--- config.mk ---
export PLATFORM = sky130hd
export DESIGN_NAME = mem_stage_sram_ctrl
export DESIGN_NICKNAME = d
export VERILOG_FILES = /design/src/rtl/mem_stage_sram_ctrl.sv
export SDC_FILE = /design/constraint.sdc
export NUM_CORES = 1
export LEC_CHECK = 0
export ABC_AREA = 1
export CORE_AREA = 2 2 131 101
export CTS_CLUSTER_SIZE = 10
export DETAILED_ROUTE_END_ITERATION = 12
export DIE_AREA = 0 0 133 103
export GPL_TIMING_DRIVEN = 0
export HOLD_SLACK_MARGIN = 0.15
export MAX_ROUTING_LAYER = met4
export PLACE_DENSITY = 0.7
export SLEW_MARGIN = 20
export SYNTH_ARGS = -nofsm -noshare
export SYNTH_HDL_FRONTEND = slang
export SYNTH_SLANG_ARGS = --single-unit
--- constraint.sdc ---
create_clock -name clk -period 2.8 [get_ports clk]
set_input_delay 0.28 -clock clk [delete_from_list [all_inputs] [get_ports clk]]
set_output_delay 0.28 -clock clk [all_outputs]
set_load 0.1 [all_outputs]
--- src/rtl/mem_stage_sram_ctrl.sv ---
// mem_stage_sram_ctrl: MEM-stage controller for a 16-bit asynchronous SRAM.
// Each 32-bit load/store becomes two halfword accesses (LO then HI). Each half
// is held on the bus for WAIT_CYCLES cycles. ready stays low meanwhile so the
// pipeline is frozen.
// Optional build macro SRAM_LAST_READ_CACHE_EN adds a one-entry
// {valid, word, data} cache. With it, a repeat read completes in the request
// cycle without touching the SRAM.
//
// Handshake: ready is combinational. ready=1 means "no access pending or the
// access completes this cycle". The pipeline advances on the clock edge that
// ends a ready=1 cycle. A request must be held until that edge.
// Once LO, HI or DONE is entered, request changes are ignored.
module mem_stage_sram_ctrl #(
    parameter int WAIT_CYCLES = 2,
    parameter int SRAM_AW     = 18
) (
    input  logic               clk,
    input  logic               rst,
    input  logic               mem_read,
    input  logic               mem_write,
    input  logic [31:0]        addr,
    input  logic [31:0]        wdata,
    output logic [31:0]        rdata,
    output logic               ready,
    output logic [SRAM_AW-1:0] sram_addr,
    output logic [15:0]        sram_dq_out,
    input  logic [15:0]        sram_dq_in,
    output logic               sram_dq_oe,
    output logic               sram_we_n,
    output logic               sram_oe_n,
    output logic [1:0]         o_dbg_state
);

    typedef enum logic [1:0] {
        S_IDLE = 2'd0,
        S_LO   = 2'd1,
        S_HI   = 2'd2,
        S_DONE = 2'd3
    } state_t;

    localparam logic [3:0] LAST_CNT = 4'(WAIT_CYCLES - 1);

    state_t             r_state;
    logic [3:0]         r_cnt;
    logic               r_is_wr;
    logic [SRAM_AW-2:0] r_word;
    logic [31:0]        r_wdata;
    logic [31:0]        r_rdata;
    logic [SRAM_AW-1:0] r_sram_addr;
    logic [15:0]        r_sram_dq_out;
    logic               r_sram_dq_oe;
    logic               r_sram_we_n;
    logic               r_sram_oe_n;

    logic               w_req;
    logic               w_hit;
    logic [SRAM_AW-2:0] w_word;
    logic               w_unused_addr;

    assign w_req         = mem_read | mem_write;
    assign w_word        = addr[SRAM_AW:2];
    assign w_unused_addr = ^{addr[31:SRAM_AW+1], addr[1:0]};

`ifdef SRAM_LAST_READ_CACHE_EN
    logic               r_c_valid;
    logic [SRAM_AW-2:0] r_c_word;
    logic [31:0]        r_c_data;

    // Repeat read of the last word touched: served from the entry in IDLE.
    assign w_hit = (r_state == S_IDLE) && mem_read && !mem_write &&
                   r_c_valid && (r_c_word == w_word);
    assign rdata = w_hit ? r_c_data : r_rdata;
`else
    assign w_hit = 1'b0;
    assign rdata = r_rdata;
`endif

    // Freeze the pipeline while a request is pending or an access is in flight.
    assign ready = (r_state == S_DONE) ||
                   ((r_state == S_IDLE) && (!w_req || w_hit));

    assign sram_addr   = r_sram_addr;
    assign sram_dq_out = r_sram_dq_out;
    assign sram_dq_oe  = r_sram_dq_oe;
    assign sram_we_n   = r_sram_we_n;
    assign sram_oe_n   = r_sram_oe_n;
    assign o_dbg_state = r_state;

    // Access sequencer: the state, the wait counter, the registered pins and the read data.
    always_ff @(posedge clk or negedge rst) begin
        if (!rst) begin
            r_state       <= S_IDLE;
            r_cnt         <= 4'd0;
            r_is_wr       <= 1'b0;
            r_word        <= '0;
            r_wdata       <= 32'd0;
            r_rdata       <= 32'd0;
            r_sram_addr   <= '0;
            r_sram_dq_out <= 16'd0;
            r_sram_dq_oe  <= 1'b0;
            r_sram_we_n   <= 1'b1;
            r_sram_oe_n   <= 1'b1;
`ifdef SRAM_LAST_READ_CACHE_EN
            r_c_valid     <= 1'b0;
            r_c_word      <= '0;
            r_c_data      <= 32'd0;
`endif
        end else begin
            case (r_state)
                S_IDLE: begin
                    if (w_hit) begin
`ifdef SRAM_LAST_READ_CACHE_EN
                        r_rdata <= r_c_data;
`endif
                    end else if (w_req) begin
                        // A store wins when both requests are raised.
                        r_is_wr       <= mem_write;
                        r_word        <= w_word;
                        r_wdata       <= wdata;
                        r_cnt         <= 4'd0;
                        r_state       <= S_LO;
                        r_sram_addr   <= {w_word, 1'b0};
                        r_sram_dq_out <= mem_write ? wdata[15:0] : 16'd0;
                        r_sram_dq_oe  <= mem_write;
                        r_sram_we_n   <= !mem_write;
                        r_sram_oe_n   <= mem_write;
                    end
                end
                S_LO: begin
                    if (r_cnt == LAST_CNT) begin
                        if (!r_is_wr) begin
                            r_rdata[15:0] <= sram_dq_in;
                        end
                        r_cnt         <= 4'd0;
                        r_state       <= S_HI;
                        r_sram_addr   <= {r_word, 1'b1};
                        r_sram_dq_out <= r_is_wr ? r_wdata[31:16] : 16'd0;
                    end else begin
                        r_cnt <= r_cnt + 4'd1;
                    end
                end
                S_HI: begin
                    if (r_cnt == LAST_CNT) begin
                        if (!r_is_wr) begin
                            r_rdata[31:16] <= sram_dq_in;
                        end
                        r_cnt         <= 4'd0;
                        r_state       <= S_DONE;
                        r_sram_dq_out <= 16'd0;
                        r_sram_dq_oe  <= 1'b0;
                        r_sram_we_n   <= 1'b1;
                        r_sram_oe_n   <= 1'b1;
                    end else begin
                        r_cnt <= r_cnt + 4'd1;
                    end
                end
                S_DONE: begin
                    r_state <= S_IDLE;
`ifdef SRAM_LAST_READ_CACHE_EN
                    r_c_valid <= 1'b1;
                    r_c_word  <= r_word;
                    r_c_data  <= r_is_wr ? r_wdata : r_rdata;
`endif
                end
                default: r_state <= S_IDLE;
            endcase
        end
    end

endmodule

# ---- Yosys cells after proc, flatten, opt, wreduce, memory -nomap -nowiden
# Index checks and enable logic that the tools add are counted.
dict set report word_totals {
  register_bits 125
  input_bits 84
  output_inout_bits 72
  elab_cells 63
}
dict set report classes {
  addsub 1
  eq_ne 7
  n_mux 23
  bitwise_logic 2
  n_reduce_logical 18
}
# op n
set op_table {}
lappend op_table {{2-to-1 mux 16 bit} 5}
lappend op_table {{one-hot mux 16 bit (3 select lines)} 1}
lappend op_table {{2-to-1 mux 18 bit} 2}
lappend op_table {{one-hot mux 18 bit (2 select lines)} 1}
lappend op_table {{AND reduction 3 bit} 5}
lappend op_table {{2-to-1 mux 4 bit} 2}
lappend op_table {{one-hot mux 2 bit (4 select lines)} 1}
lappend op_table {{one-hot mux 4 bit (2 select lines)} 1}
lappend op_table {{2-to-1 mux 2 bit} 3}
lappend op_table {{inequality test 2 bit, second input constant} 3}
lappend op_table {{one-hot mux 1 bit (2 select lines)} 3}
lappend op_table {{nonzero test 2 bit} 3}
lappend op_table {{adder 4 x 1 -> 4 bit, second input constant} 1}
lappend op_table {{equality test 2 bit, second input constant} 2}
lappend op_table {{equality test 4 x 1 -> 1 bit, second input constant} 1}
lappend op_table {{2-to-1 mux 1 bit} 4}
lappend op_table {{AND reduction 2 bit} 2}
lappend op_table {{AND reduction 4 bit} 1}
lappend op_table {{nonzero test 3 bit} 1}
lappend op_table {{equality test 2 x 1 -> 1 bit, second input constant} 1}
lappend op_table {{logical NOT 1 bit} 2}
lappend op_table {{logical NOT 2 bit} 1}
lappend op_table {{OR reduction 2 bit} 1}
lappend op_table {{logical AND 1 bit} 1}
lappend op_table {{other kinds (3)} 3}

# ---- Longest topological paths before layout
# Gate-level depths: netlist of the first run.
dict set report logic_depth {
  ltp_word 4
  mapped_depth 10
  ltp_nobuf 8
}

# ---- Worst setup path after synthesis of the first run
# Ideal clock, no wire load.
dict set report synth_timing {
  path_type {reg2out}
  start {register r_state[0] (netlist: o_dbg_state[0])}
  end {output ready}
  arrival_ns 2.111
  required_time_ns 2.520
  path_slack_ns 0.409
  stages_incl_launch_ff 6
  path_buffers 0
  path_cell_list {dfrtp_1 > inv_1 > ha_1 > inv_2 > nor2_1 > or2_2}
}
dict set report synth_via {
  elab_chain_len 3
  word_cells_on_any_way 4
  cone_classes {1 x eq/ne; 3 x reduce/logical}
}
# element line_no
set synth_rtl {}
lappend synth_rtl {{from (decl)} 43} ;# state_t r_state;
lappend synth_rtl {{from (signal assigned)} 92} ;# r_state <= S_IDLE;
lappend synth_rtl {{from (signal assigned)} 121} ;# r_state <= S_LO;
lappend synth_rtl {{from (signal assigned)} 135} ;# r_state <= S_HI;
lappend synth_rtl {{logical NOT 2 bit} 80} ;# ((r_state == S_IDLE) && (!w_req || w_hit));
lappend synth_rtl {{logical AND 1 bit} 80}
lappend synth_rtl {{logical OR 1 bit (*)} 79} ;# assign ready = (r_state == S_DONE) ||
lappend synth_rtl {{to (decl)} 24} ;# output logic ready,
# Every way passes the cells marked *; elsewhere a longest branch is shown, timed or not.

# ---- Final worst setup path of the first run
# Same ends and word-level chain as after synthesis.

==> summary.txt, run 1 <==
Run status
  – Status: completed

Logic synthesis
  – Post-synth ARST share: 1.00
  – Count of cell types in the netlist: 25
  – Post-synth EDFFs: 0
  – Cell Area, Synth: 4880 um2
  – Main flop type after synthesis: dfrtp_1
  – Post-Synthesis Cells: 561
  – Yosys warning count: 0
  – Synth Net Count: 653
  – #FFs+latches synth: 109
  – Syn avg cell area: 8.71 um2
  – Seq/Total Area, Yosys: 0.559

Timing
  – Final worst slack: 0.206 ns
  – WHS: 0.348 ns
  – Slew Limit Fails: 0
  – Tmin final: 2.59 ns
  – Worst-Margin Slew: 1.01 ns
  – Fmax: 386 MHz
  – Endpoints failing hold: 0
  – Slew margin rel.: 0.328
  – Period utilization: 0.926
  – RSZ-0062 raised after global routing: no
  – # setup viols final: 0
  – Worst Clk Skew: 0.00984 ns

Critical path
  – Worst reg2reg path depth: 8
  – Register-to-register path setup slack: 0.78 ns
  – Crit path kind: flop to output pin
  – Crit path cell chain: inv_1 -> ha_1 -> inv_2 -> nor2_1 -> or2_2 -> clkdlybuf4s15_2
  – FF-to-FF Start: o_dbg_state[0]$_DFFE_PN0P_
  – Slowest CP cell: clkdlybuf4s15_2
  – CP Max Fanout: 6
  – Critical Path AT: 2.31 ns
  – R2R Path End: sram_dq_out[9]$_DFFE_PN0P_
  – Setup crit end kind: output pin
  – Worst Path Required: 2.52 ns
  – Crit-path max cell delay: 0.55 ns
  – Startpoint types: flop

Placed design
  – Hpwl dp: 9270 um
  – # port buffers: 140
  – GP Congestion: 0.814
  – DP Worst Slack: -0.0602 ns
  – Placed cells: 873

Floorplan
  – Die height: 103 um
  – Initial Utilization: 0.389
  – Core area: 12600 um2
  – Die X: 133 um
  – Die area: 13700 um2
  – Row cnt: 36
  – Ports: 156

Clock tree
  – H-tree levels: 3
  – CTS Buf Count: 9
  – Clock slew at reported path FFs: 0.07 ns
  – Worst skew pair latency: 0.35 ns
  – CTS tree: yes
  – Root Buffer: clkbuf_16
  – Clock sink total: 109
  – Setup bufs post-CTS: 0
  – Clock Path Buffers: 2

Drt
  – Initial DRC count: 331
  – ANT nets after route: 0
  – Residual DRC: 0
  – Vias: 4176
  – Detailed Routing Iterations Pass 1: 4
  – Final WL: 12500 um
  – Avg WL per Cell: 14.1 um
  – Vias/cell: 4.69

Cells and area
  – ANT cells: 0
  – Most common cell after layout, fill and taps aside: nand2_1
  – Fin util: 0.545
  – Most frequent cells in the layout: nand2_1 (219), clkdlybuf4s50_1 (138), dfrtp_1 (107)
  – Finished Layout Cells: 890
  – Area grow syn2layout: 40.1%
  – Layout Nets: 806
  – Ratio of cells with drive above 1 in the final layout: 0.108

Job
  – Max_cap viols: 0

Global routing
  – Number of global-route vias before repair: 4074
  – GRT Total Usage: 0.197
  – First-pass GRT wire length: 20500 um
  – Antenna violations before repair: 0
  – Largest net degree at the start of global routing: 85
  – Global route total overflow: 0

Worst hold path
  – Worst Hold Class: input pin to asynchronous set/reset pin
per-layer routing:
metal,up-vias,part of all wire,track usage
met2,105,0.45,0.296
met3,4,0.053,0.0497
met5,-,0,-
met1,1979,0.49,0.273
li1,2088,-,-
met4,0,0.0058,0.0414
cell usage after synthesis (3+ instances only):
| cell type | instances | area, um2 |
|---|---|---|
| buf_6 | 4 | 45.0 |
| o21ai_0 | 54 | 270 |
| clkbuf_1 | 5 | 18.8 |
| o21ai_2 | 18 | 158 |
| dfrtp_1 | 107 | 2680 |
| nand3_1 | 27 | 135 |
| nand3_2 | 3 | 30.0 |
| inv_1 | 40 | 150 |
| inv_2 | 4 | 15.0 |
| nand2_1 | 219 | 822 |
| buf_4 | 3 | 22.5 |
| buf_2 | 15 | 75.1 |
| o21ai_1 | 32 | 160 |
| nor2_2 | 3 | 18.8 |
| ha_1 | 8 | 100 |
| nor2_1 | 7 | 26.3 |
sequential cells by signal (all words and copies together), names as in the netlist:
register and cells:
o_dbg_state 2, r_cnt 4, r_is_wr 1, r_wdata 16, r_word 17, rdata 32
sram_addr 18, sram_dq_oe 1, sram_dq_out 16, sram_oe_n 1, sram_we_n 1
through the flow:
step	area, um2	TNS, ns
6_report	6850	0
3_5_place_dp	6530	-0.0602
3_3_place_gp	6500	-279.56
4_1_cts	6850	0
5_1_grt	6850	0
2_1_floorplan	4880	0
cells by family after synthesis:
logic type / count (synthesis) / share of synthesized area
buffers and inverters: 71 / 0.0669
multiplexers: 1 / 0.00205
flip-flops: 109 / 0.559
AO/OA/AOI/OAI: 106 / 0.127
XOR/XNOR: 2 / 0.00359
adder cells (fa/ha/maj): 8 / 0.0205
AND/OR/NAND/NOR: 264 / 0.221
repair_timing:
item	in CTS	in global routing
gates resized for setup	3	0
hold endpoints to repair	25	0
endpoints found under the setup margin	1	0
hold buffers	1	0
critical path: cells and delay by family, from the launching register on:
| kind | cells | cell delay [ns] |
|---|---|---|
| flops | 1 | 0.45 |
| simple gates | 2 | 0.51 |
| buf+inv | 3 | 0.75 |
| fa+ha+maj | 1 | 0.24 |
worst max-delay path by stage:
stage | cells after the start | startpoint | slack [ns] | end
6_report | 6 | o_dbg_state[0]$_DFFE_PN0P_ | 0.21 | ready
5_1_grt | 6 | o_dbg_state[1]$_DFFE_PN0P_ | 0.07 | ready
4_1_cts | 6 | o_dbg_state[0]$_DFFE_PN0P_ | 0.18 | ready
3_5_place_dp | 6 | mem_write | -0.06 | ready
3_3_place_gp | 1 | rst | -2.59 | sram_dq_out[12]$_DFFE_PN0P_
2_1_floorplan | 5 | o_dbg_state[0]$_DFFE_PN0P_ | 0.41 | ready
layout make-up:
| class | instances | area, um2 |
|---|---|---|
| Inverter | 44 | 165 |
| Fill cell | 1081 | 5720 |
| Clock buffer | 9 | 225 |
| Sequential cell | 109 | 2730 |
| Buffer | 27 | 161 |
| Multi-Input combinational cell | 381 | 1830 |
| Clock inverter | 7 | 80.1 |
| Tap cell | 171 | 214 |
| Timing Repair Buffer | 142 | 1440 |
Power of run 1 is left out: the tool's default activity adds up to more than one toggle a clock period on the data nets, which glitch-free logic cannot reach.
==> run 2: changes to the inputs <==
--- a/config.mk
+++ b/config.mk
@@ -6,14 +6,18 @@
 export NUM_CORES = 1
 export LEC_CHECK = 0
 export ABC_AREA = 1
-export CORE_AREA = 2 2 131 101
+export CELL_PAD_IN_SITES_DETAIL_PLACEMENT = 1
+export CELL_PAD_IN_SITES_GLOBAL_PLACEMENT = 2
+export CORE_AREA = 2 2 151 116
+export CTS_BUF_LIST = sky130_fd_sc_hd__clkbuf_4 sky130_fd_sc_hd__clkbuf_8
 export CTS_CLUSTER_SIZE = 10
 export DETAILED_ROUTE_END_ITERATION = 12
-export DIE_AREA = 0 0 133 103
+export DIE_AREA = 0 0 153 118
 export GPL_TIMING_DRIVEN = 0
 export HOLD_SLACK_MARGIN = 0.15
 export MAX_ROUTING_LAYER = met4
-export PLACE_DENSITY = 0.7
+export PLACE_DENSITY_LB_ADDON = 0.1
+export SKIP_CTS_REPAIR_TIMING = 1
 export SLEW_MARGIN = 20
 export SYNTH_ARGS = -nofsm -noshare
 export SYNTH_HDL_FRONTEND = slang
==> summary.txt, run 2 (synthesis gave the netlist of run 1 again) <==
Run status
  – Status: completed

Cells and area
  – Most frequent cells in the layout: nand2_1 (219), clkdlybuf4s50_1 (138), dfrtp_1 (107)
  – Final Cell Area: 6810 um2 (-0.49%)
  – Most common cell after layout, fill and taps aside: nand2_1
  – Max reg flops: 32 (unchanged)
  – Area grow syn2layout: 39.4%
  – Ratio of cells with drive above 1 in the final layout: 0.108 (unchanged)
  – Layout Nets: 806 (unchanged)
  – ANT cells: 0 (unchanged)
  – Fill cell count: 1967 (+82%)

Placed design
  – Hpwl dp: 10700 um (+15%)
  – Area after DPL: 6580 um2 (+0.84%)
  – GP Congestion: 0.756 (-7.2%)
  – DP Worst Slack: -0.0848 ns (-0.0246 ns)
  – # port buffers: 140 (unchanged)

Drt
  – Residual DRC: 0 (unchanged)
  – Met2 wire length: 6350 um (+13%)
  – Vias/cell: 4.44 (-5.4%)
  – Initial DRC count: 164 (-50%)
  – Avg WL per Cell: 15.4 um (+9.9%)
  – Final WL: 14400 um (+15%)
  – Detailed Routing Iterations Pass 1: 4 (unchanged)
  – Top routing layer in use: met4
  – ANT nets after route: 0 (unchanged)
  – DRT met1 WL: 7350 um (+20%)
  – Vias: 4147 (-0.69%)
  – Met3 wire length: 598 um (-9.7%)

Clock tree
  – Root Buffer: clkbuf_8
  – Clock slew at reported path FFs: 0.12 ns (+0.05 ns)
  – H-tree levels: 3 (unchanged)
  – Clock sink total: 109 (unchanged)
  – Worst skew pair latency: 0.39 ns (+0.04 ns)
  – CTS tree: yes
  – CTS Buf Count: 9 (unchanged)
  – Clock Path Buffers: 2 (unchanged)

Worst hold path
  – Worst Hold Class: input pin to asynchronous set/reset pin

Floorplan
  – Initial Utilization: 0.295 (-0.0939)
  – Ports: 156 (unchanged)
  – Die X: 153 um (+15%)
  – Core area: 16600 um2 (+32%)
  – Row cnt: 41 (+14%)
  – Die height: 118 um (+15%)
  – Die area: 18100 um2 (+32%)

Critical path
  – FF-to-FF Start: o_dbg_state[0]$_DFFE_PN0P_
  – R2R Path End: sram_dq_out[11]$_DFFE_PN0P_
  – Startpoint types: flop
  – CP Max Fanout: 6 (unchanged)
  – Critical Path AT: 2.31 ns (about the same)
  – Register-to-register path setup slack: 0.75 ns (-0.03 ns)
  – Setup crit end kind: output pin
  – Worst reg2reg path depth: 8 (unchanged)
  – Crit path kind: flop to output pin
  – Critical path origin: o_dbg_state[0]$_DFFE_PN0P_
  – Worst Path Required: 2.52 ns (about the same)
  – Worst setup path endpoint: ready

Timing
  – Endpoints failing hold: 0 (unchanged)
  – Tmin final: 2.59 ns (-0.00219 ns)
  – Slew Limit Fails: 0 (unchanged)
  – Worst Clk Skew: 0.0147 ns (+0.00486 ns)
  – # setup viols final: 0 (unchanged)
  – RSZ-0062 raised after global routing: no
  – Fmax: 386 MHz (about the same)
  – Slew margin rel.: 0.327 (-0.000494)
  – Final worst slack: 0.208 ns (+0.00219 ns)
  – Worst-Margin Slew: 1.01 ns (+0.000739 ns)
  – Period utilization: 0.926 (about the same)

Global routing
  – First-pass GRT wire length: 23800 um (+16%)
  – GRT Total Usage: 0.171 (-0.0263)
  – Global route total overflow: 0 (unchanged)
  – Number of global-route vias before repair: 4425 (+8.6%)
  – Antenna violations before repair: 0 (unchanged)
  – Largest net degree at the start of global routing: 59 (-31%)

Job
  – Max_cap viols: 0 (unchanged)
## run 2: layout make-up
cell class | instances | area [um2] | area share
plain buffers | 27 | 161 | 0.0237
clock buffers | 9 | 124 | 0.0182
clock inverters | 7 | 98.8 | 0.0145
inverters | 44 | 165 | 0.0242
multi-input cells | 381 | 1830 | 0.268
flip-flops and latches | 109 | 2730 | 0.401
well taps | 215 | 269 | 0.0395
repair buffers | 142 | 1440 | 0.211
## run 2: through the flow
stage	hold WS, ns	cells	utilization	TNS (ns)
floorplan	-0.0156	561	-	0
global placement	0.462	916	0.396	-326.56
detailed placement	0.270	917	0.397	-0.0848
CTS	-0.168	933	0.411	-0.499
global route	0.415	934	0.411	0
finish	0.406	934	0.411	0
## run 2: worst min path at each step
stage | start | to | cells after the start
floorplan | rst | o_dbg_state[0]$_DFFE_PN0P_ | 0
global placement | r_word[0]$_DFFE_PN0P_ | r_word[0]$_DFFE_PN0P_ | 2
detailed placement | rst | sram_addr[5]$_DFFE_PN0P_ | 1
CTS | rst | sram_addr[6]$_DFFE_PN0P_ | 1
global route | wdata[24] | r_wdata[24]$_DFFE_PN0P_ | 3
finish | rst | sram_addr[6]$_DFFE_PN0P_ | 2
## run 2: layer usage
layer,up-vias,GRT usage
met5,-,-
met4,0,0.0382
met3,7,0.0401
met2,82,0.249
met1,1979,0.242
li1,2079,-
## run 2: critical path, cell delays in order, from the launching register on
cell and delay, ns:
dfrtp_1 0.48, inv_1 0.15, ha_1 0.24, inv_2 0.07
nor2_1 0.33, or2_2 0.18, clkbuf_2 0.45
Power of run 2 is left out for the same reason.
==> run 3: changes to the inputs <==
--- a/config.mk
+++ b/config.mk
@@ -10,7 +10,6 @@
 export CELL_PAD_IN_SITES_GLOBAL_PLACEMENT = 2
 export CORE_AREA = 2 2 151 116
 export CTS_BUF_LIST = sky130_fd_sc_hd__clkbuf_4 sky130_fd_sc_hd__clkbuf_8
-export CTS_CLUSTER_SIZE = 10
 export DETAILED_ROUTE_END_ITERATION = 12
 export DIE_AREA = 0 0 153 118
 export GPL_TIMING_DRIVEN = 0
==> results of run 3 <==
Final layout, timing and power as in run 2 (identical DEF).
Power of run 3 is left out for the same reason.
